--- src/rtl/avl_bus_rsp_router.sv ---
// avl_bus_rsp_router
// Read-response router for the shared Avalon-MM bus. The master index granted
// for each accepted read command is stored in an in-order tag FIFO. One tag is
// popped per slave readdatavalid beat, and that beat is steered back to the
// owning master as a registered one-hot readdatavalid.
//
// Ports:
//   clk, rst_n       single rising-edge clock, synchronous active-low reset
//   req_valid        read command accepted by the slave this cycle
//   req_index        granted master index for that command
//   req_ready        tag FIFO has room; the arbiter must hold reads while low
//   s_readdata       slave read data
//   s_readdatavalid  slave response beat
//   m_readdata       registered read data, broadcast to all masters
//   m_readdatavalid  registered one-hot valid, one bit per master
//   pending_cnt      number of outstanding reads
//   err_status       sticky: [0] beat with no pending tag, [1] command dropped while full
module avl_bus_rsp_router #(
  parameter int unsigned MASTER_NUM  = 8,
  parameter int unsigned DATA_WIDTH  = 32,
  parameter int unsigned MAX_PENDING = 8,
  localparam int unsigned IW = (MASTER_NUM > 1) ? $clog2(MASTER_NUM) : 1,
  localparam int unsigned PW = $clog2(MAX_PENDING),
  localparam int unsigned CW = PW + 1
) (
  input  logic                  clk,
  input  logic                  rst_n,
  input  logic                  req_valid,
  input  logic [IW-1:0]         req_index,
  output logic                  req_ready,
  input  logic [DATA_WIDTH-1:0] s_readdata,
  input  logic                  s_readdatavalid,
  output logic [DATA_WIDTH-1:0] m_readdata,
  output logic [MASTER_NUM-1:0] m_readdatavalid,
  output logic [CW-1:0]         pending_cnt,
  output logic [1:0]            err_status
);

  logic [IW-1:0]         tags [MAX_PENDING];
  logic [PW-1:0]         wp;
  logic [PW-1:0]         rp;
  logic                  push;
  logic                  pop;
  logic                  drop;
  logic                  unexpected;
  logic [IW-1:0]         tag;
  logic [MASTER_NUM-1:0] onehot;

  // Ready comes from the registered count only: a pop in the same cycle does
  // not make room for a push, so a command arriving while full is dropped.
  assign req_ready  = (pending_cnt != CW'(MAX_PENDING));
  assign push       = req_valid && req_ready;
  assign drop       = req_valid && !req_ready;
  assign pop        = s_readdatavalid && (pending_cnt != '0);
  assign unexpected = s_readdatavalid && (pending_cnt == '0);
  assign tag        = tags[rp];

  // Indices at or above MASTER_NUM match no bit and decode to all-zero.
  always_comb begin
    onehot = '0;
    for (int unsigned i = 0; i < MASTER_NUM; i++) begin
      if (tag == IW'(i)) onehot[i] = 1'b1;
    end
  end

  // Tag storage needs no reset: entries are only read behind the write pointer.
  always_ff @(posedge clk) begin
    if (push) tags[wp] <= req_index;
  end

  always_ff @(posedge clk) begin
    if (!rst_n) begin
      wp              <= '0;
      rp              <= '0;
      pending_cnt     <= '0;
      m_readdatavalid <= '0;
      m_readdata      <= '0;
      err_status      <= '0;
    end else begin
      if (push) wp <= wp + PW'(1);
      if (pop)  rp <= rp + PW'(1);
      case ({push, pop})
        2'b10:   pending_cnt <= pending_cnt + CW'(1);
        2'b01:   pending_cnt <= pending_cnt - CW'(1);
        default: pending_cnt <= pending_cnt;
      endcase
      m_readdatavalid <= pop ? onehot : '0;
      if (s_readdatavalid) m_readdata <= s_readdata;
      err_status <= err_status | {drop, unexpected};
    end
  end

endmodule

--- config.mk ---
export PLATFORM = sky130hd
export DESIGN_NAME = avl_bus_rsp_router
export DESIGN_NICKNAME = d
export VERILOG_FILES = /design/src/rtl/avl_bus_rsp_router.sv
export SDC_FILE = /design/constraint.sdc
export NUM_CORES = 1
export LEC_CHECK = 0
export BUFFER_PORTS_ARGS = -buffer_cell sky130_fd_sc_hd__buf_2
export CORE_MARGIN = 10
export CORE_UTILIZATION = 45
export CTS_CLUSTER_DIAMETER = 30
export DETAILED_ROUTE_END_ITERATION = 10
export GPL_TIMING_DRIVEN = 0
export PLACE_DENSITY = 0.7
export SKIP_CTS_REPAIR_TIMING = 1
export SKIP_LAST_GASP = 1
export SYNTH_ARGS = -nofsm -noshare
export SYNTH_HDL_FRONTEND = slang
export SYNTH_SLANG_ARGS = --single-unit
export TNS_END_PERCENT = 1
--- constraint.sdc ---
create_clock -name clk -period 5.7 [get_ports clk]
set_input_delay 0.285 -clock clk [delete_from_list [all_inputs] [get_ports clk]]
set_output_delay 0.285 -clock clk [all_outputs]
set_load 0.01 [all_outputs]
; ---- Word-level counts from Yosys, hierarchy flattened
; Memory sizes are Yosys's and may differ from the RTL's. A register that Yosys moved wholly into a read port is not among the register bits.
; Index checks and enable logic that the tools add are counted.
[word_totals]
input_bits = 39
ff_bits = 52
memories = 1
elab_cells = 45
mem_bits_rw = 24
[op_classes]
muxes = 13
n_bitwise = 1
reduce_logical = 10
addsub = 4
n_eq_ne = 10
[mem_list]
columns = name, depth, word_bits, rd, rd_ports_with_merged_regs, wr, line
row1 = tags, 8, 3, 1, 1, 1, 39  ; logic [IW-1:0] tags [MAX_PENDING];
[ops]
columns = op, count
row1 = $eq A3 B3 Y1 const B, 4
row2 = $mux W1, 10
row3 = $pmux W4 S2, 1
row4 = $add A3 B1 Y3 const B, 2
row5 = $eq A3 B2 Y1 const B, 2
row6 = $mux W3, 2
row7 = $add A4 B1 Y4 const B, 1
row8 = $logic_and A1 B1 Y1, 4
row9 = $logic_not A4 Y1, 1
row10 = $ne A4 B4 Y1 const B, 1
row11 = $reduce_bool A4 Y1, 1
row12 = $sub A4 B1 Y4 const B, 1
row13 = $eq A3 B1 Y1 const B, 1
row14 = $logic_not A3 Y1, 1
row15 = $eq A2 B1 Y1 const B, 1
row16 = $eq A2 B2 Y1 const B, 1
row17 = $or A2 B2 Y2, 1
row18 = $reduce_and A2 Y1, 1
row19 = $reduce_bool A2 Y1, 1
row20 = $logic_not A1 Y1, 1

; ---- Depth between registers and ports, before layout
[depth]
ltp_word = 4
depth_mapped = 12
mapped_depth_nobuf = 9

; ---- Least setup slack after synthesis
; No wires, ideal clock.
[synth_timing]
path_type = reg2reg
startpoint = reg pending_cnt[0]
endpoint = reg pending_cnt[3]
n_path_buf = 3
slack_ns = 3.163
path_stages_with_launch = 11
required_time_ns = 5.580
synth_period_minus_slack_ns = 2.537
arrival_ns = 2.418
setup_time_ns = 0.120
cell_sequence = dfxtp_1 buf_6 or4b_4 buf_6 nand2_8 ha_1 buf_2 or4b_2 a31oi_1 a211oi_1 o31a_1
[synth_via]
elab_chain_cells = 4
word_cells_on_any_way = 10
classes_between = add/sub: 2 / eq/ne: 3 / mux: 1 / reduce/logical: 4
[synth_rtl]
columns = item, line
row1 = start: declaration, 35  ; output logic [CW-1:0] pending_cnt,
row2 = start signal: assignment, 83  ; 2'b10: pending_cnt <= pending_cnt + CW'(1);
row3 = start signal: assignment, 84  ; 2'b01: pending_cnt <= pending_cnt - CW'(1);
row4 = start signal: assignment, 85  ; default: pending_cnt <= pending_cnt;
row5 = $ne A4 B4 Y1 (*), 51  ; assign req_ready = (pending_cnt != CW'(MAX_PENDING));
row6 = via req_ready, 30  ; output logic req_ready,
row7 = $logic_and A1 B1 Y1 (*), 52  ; assign push = req_valid && req_ready;
row8 = $eq A2 B1 Y1 / $eq A2 B2 Y1 (equally long branches), 82  ; case ({push, pop})
row9 = $pmux W4 S2 / $reduce_bool A2 Y1 (equally long branches), -
; Mark *: on every way through the listed nets, which the timed path passes. The rest lies on a longest branch.
; A chain may end at the register's enable or synchronous reset.

; ---- Final worst setup path
[layout_timing]
startpoint = reg pending_cnt[0]
endpoint = reg pending_cnt[3]
[layout_via]
elab_chain_cells = 4
word_cells_on_any_way = 10
classes_between = add/sub: 2 / eq/ne: 3 / mux: 1 / reduce/logical: 4
[layout_rtl]
columns = item, line
row1 = $ne A4 B4 Y1 / $reduce_bool A4 Y1 (equally long branches), "51, 54"
row2 = "$logic_and A1 B1 Y1, on equally long branches", "52, 54"
row3 = $eq A2 B1 Y1 / $eq A2 B2 Y1 (equally long branches), 82
row4 = $pmux W4 S2 / $reduce_bool A2 Y1 (equally long branches), -
; Parallel ways exist; a longest one is shown, timed or not.

==> run summary <==
The flow ran to the end, and the final reports show no timing, DRC or antenna violations. At the worst endpoint, the required time is 5930 ps. The clock transition at the registers of the reported paths came out at 80 ps. Relative to the synthesized area, the layout overhead comes to 22.9%. The register-to-register setup slack is 3030 ps. The instance count of the mapped netlist is 265. The DRC violation total after the first TritonRoute iteration came out at 66. The root buffer cell chosen for the clock tree is sky130_fd_sc_hd__clkbuf_8. Of the total power, the share spent switching nets is 0.274.

The number of synthesis warnings is 0. The half-perimeter wire length of the detailed placement result is 5.21 mm. The row count is 30. The final weighted congestion in routability-driven placement came out at 0.805. The latest clock arrival within the worst-skew pair is 330 ps.

The combined area of all synthesized cells is 3260 sq um. The total detailed-routing wirelength is 6.76 mm. The die area is 11000 sq um. Data arrives at the worst endpoint at 2900 ps. The fraction of final layout cells with drive strength greater than 1 came out at 0.330. The mean area per synthesized cell is 12.3 sq um. The kind of start point of the critical path is a flop. STA classifies the critical path endpoint as a flop. The number of port buffers is 84. Sorting the synthesized cells by how often they occur yields sky130_fd_sc_hd__dfxtp_1 (55), sky130_fd_sc_hd__mux2i_1 (40), sky130_fd_sc_hd__nor2b_1 (36).

The number of global-route vias before repair was 2289. Using the TritonRoute via totals, the vias-per-cell ratio works out to 4.86. The critical-path maximum fanout is 9. Buffers inserted during clock tree synthesis total 9. The vias after detailed routing is 2237. The floorplan die height came out at 105 um. The maximum frequency from static timing analysis is 374 MHz. The initial antenna violation count came to 0. Of all cell types, the one taking the most synthesized area is sky130_fd_sc_hd__dfxtp_1. The clock sink count came out at 79.

The clock skew after layout is 9.27 ps. In this run, synthesis inferred 24 flip-flops with an integrated enable. The area share of the largest cell type after synthesis is 0.338. The die extent in x came out at 105 um. The switching power is 0.387 mW. The repair_antennas step left the layout with diodes totalling 0.

The global-route usage over all layers came out at 0.122. The sequential group share of total power came out at 0.464. The clock share of power came out at 0.300. The area occupied by multi-input gates came out at 1300 sq um. The pre-CTS setup slack is 3060 ps. For this run, the leading register cell type out of synthesis is sky130_fd_sc_hd__dfxtp_1. TritonCTS built the clock tree. The total nets after synthesis came out at 308. The count of nets left with antenna violations after detail routing came out at 0. The routed wirelength normalized by instance count is 14.7 um.

The total core area came out at 6910 sq um. The reported max-cap violation count is 0. The critical path is of the reg -> reg type.

The number of buffers on the longest clock path is 2. The proportion of power drawn by combinational gates came out at 0.236. The total global routing overflow came out at 0. The design internal power came out at 1.02 mW. The aggregate negative setup slack came out at 0 ps.

The pin count of the biggest net entering global routing came out at 13. The final period utilization came out at 0.469. The dominant cell by count in the synthesized netlist is sky130_fd_sc_hd__dfxtp_1. The hold violation count in the final report came out at 0. The H-tree was split into 3 levels. Setup repair after global routing left no endpoint under its margin. In this run the count of I/O pins placed on the die edge is 86. The register area came out at 1820 sq um.

The minimum period implied by the final worst setup slack is 2670 ps. In the post-route analysis, the smallest setup slack over all paths is 3030 ps. The tightest min-delay check is of the in -> reg type.

The iteration count of the initial detailed-routing pass came out at 4. The first global-routing pass estimated 11.0 mm of wire. The register area share after synthesis came out at 0.560. After synthesis, the share of flip-flops with an asynchronous set or reset is 0. The starting density of the core came out at 0.471.

The transition time at the pin with the least slew margin is 746 ps. The cell area power density is 352 nW/um^2. The leakage power of the design is 1.74 nW. By area the synthesized netlist is led by sky130_fd_sc_hd__dfxtp_1 (34%), sky130_fd_sc_hd__edfxtp_1 (22%), sky130_fd_sc_hd__mux2i_1 (12%). At the end of the flow, the number of nets in the layout was 403. In this run, distinct cell masters in the synthesized netlist total 44. The count of final max-slew check failures came out at 0. The number of setup violations in the final report came out at 0. The number of design rule violations left after detail routing came out at 0. The headroom to the max-slew limit is 0.498. The synthesized design contains 79 register bits.

The number of fill cells came out at 643. The worst vdd rail ir drop is 0.000323 V.
## cell type report
| cell class | count | share of cell area |
|---|---|---|
| tap | 96 | 0.0300 |
| buffer | 18 | 0.0281 |
| sequential | 79 | 0.455 |
| clock inverter | 3 | 0.0100 |
| inverter | 5 | 0.00469 |
| clock buffer | 12 | 0.0416 |
| multi-input combinational | 163 | 0.325 |
| timing repair buffer | 84 | 0.105 |
## metal layers
metal / GRT usage / part of all wire
met4: 0.0480 / 0.010
met5: 0 / 0
met3: 0.0510 / 0.065
met1: 0.140 / 0.42
met2: 0.198 / 0.50
## power by group through the flow
stage	sequential (mW)	clock [mW]	combinational, mW
2_1_floorplan	0.677	0	0.229
3_3_place_gp	0.664	0	0.328
3_5_place_dp	0.667	0	0.335
4_1_cts	0.654	0.438	0.337
5_1_grt	0.660	0.462	0.371
6_report	0.654	0.423	0.332
## kinds of logic after synthesis
kind of cell    after synthesis  share of synthesized area
compound gates               14                     0.0315
simple gates                 92                      0.170
fa+ha+maj                     4                     0.0154
xor+xnor                      6                     0.0161
buf+inv                      23                     0.0404
flops                        79                      0.560
mux                          47                      0.167
## through the flow
stage	hold WS, ps	util	std cells	power, mW	area, sq um
floorplan	384	-	265	0.906	3260
global placement	447	0.550	445	0.992	3800
detailed placement	461	0.550	445	1.00	3800
CTS	190	0.580	460	1.43	4000
global route	195	0.580	460	1.49	4000
finish	207	0.580	460	1.41	4000
## placed cells by master (no fill, tap or decap), types with 2 or more instances in the layout
cell	count
sky130_fd_sc_hd__a21boi_0	2
sky130_fd_sc_hd__a31oi_1	2
sky130_fd_sc_hd__and2_1	7
sky130_fd_sc_hd__and4_1	2
sky130_fd_sc_hd__buf_2	91
sky130_fd_sc_hd__buf_6	3
sky130_fd_sc_hd__clkbuf_1	7
sky130_fd_sc_hd__clkbuf_8	11
sky130_fd_sc_hd__clkinv_2	2
sky130_fd_sc_hd__dfxtp_1	55
sky130_fd_sc_hd__edfxtp_1	24
sky130_fd_sc_hd__ha_1	4
sky130_fd_sc_hd__inv_1	5
sky130_fd_sc_hd__mux2_2	2
sky130_fd_sc_hd__mux2i_1	40
sky130_fd_sc_hd__mux4_1	2
sky130_fd_sc_hd__mux4_2	3
sky130_fd_sc_hd__nand2_1	10
sky130_fd_sc_hd__nand2b_1	3
sky130_fd_sc_hd__nand3_1	4
sky130_fd_sc_hd__nand3b_1	2
sky130_fd_sc_hd__nor2_1	13
sky130_fd_sc_hd__nor2b_1	36
sky130_fd_sc_hd__nor3_1	5
sky130_fd_sc_hd__nor4_1	2
sky130_fd_sc_hd__o21a_1	2
sky130_fd_sc_hd__xnor2_1	4
sky130_fd_sc_hd__xor2_1	2
## critical path: stages, from the launching register on
cell                       delay (ps)
sky130_fd_sc_hd__dfxtp_1          340
sky130_fd_sc_hd__buf_6            140
sky130_fd_sc_hd__or4b_4           530
sky130_fd_sc_hd__buf_6            150
sky130_fd_sc_hd__nand2_8           80
sky130_fd_sc_hd__ha_1             140
sky130_fd_sc_hd__buf_2            190
sky130_fd_sc_hd__or4b_2           610
sky130_fd_sc_hd__a31oi_1          190
sky130_fd_sc_hd__a211oi_1          80
sky130_fd_sc_hd__o31a_1           110
## flip-flops by register name, indices dropped and copies added, names as in the netlist, named ones only
name / cells
rp: 3
wp: 3
err_status: 2
m_readdatavalid: 8
pending_cnt: 4
tags: 24
m_readdata: 32
## final timing paths
kind | start | end | depth (start not counted)
max | pending_cnt[0]$_SDFFE_PN0P_ | pending_cnt[3]$_SDFFE_PN0P_ | 10
min | s_readdata[18] | m_readdata[18]$_SDFFE_PN0P_ | 3
max reg2reg | pending_cnt[0]$_SDFFE_PN0P_ | pending_cnt[3]$_SDFFE_PN0P_ | 10
min reg2reg | err_status[1]$_SDFF_PN0_ | err_status[1]$_SDFF_PN0_ | 1
No activity file was read; power rests on OpenSTA's default activity.
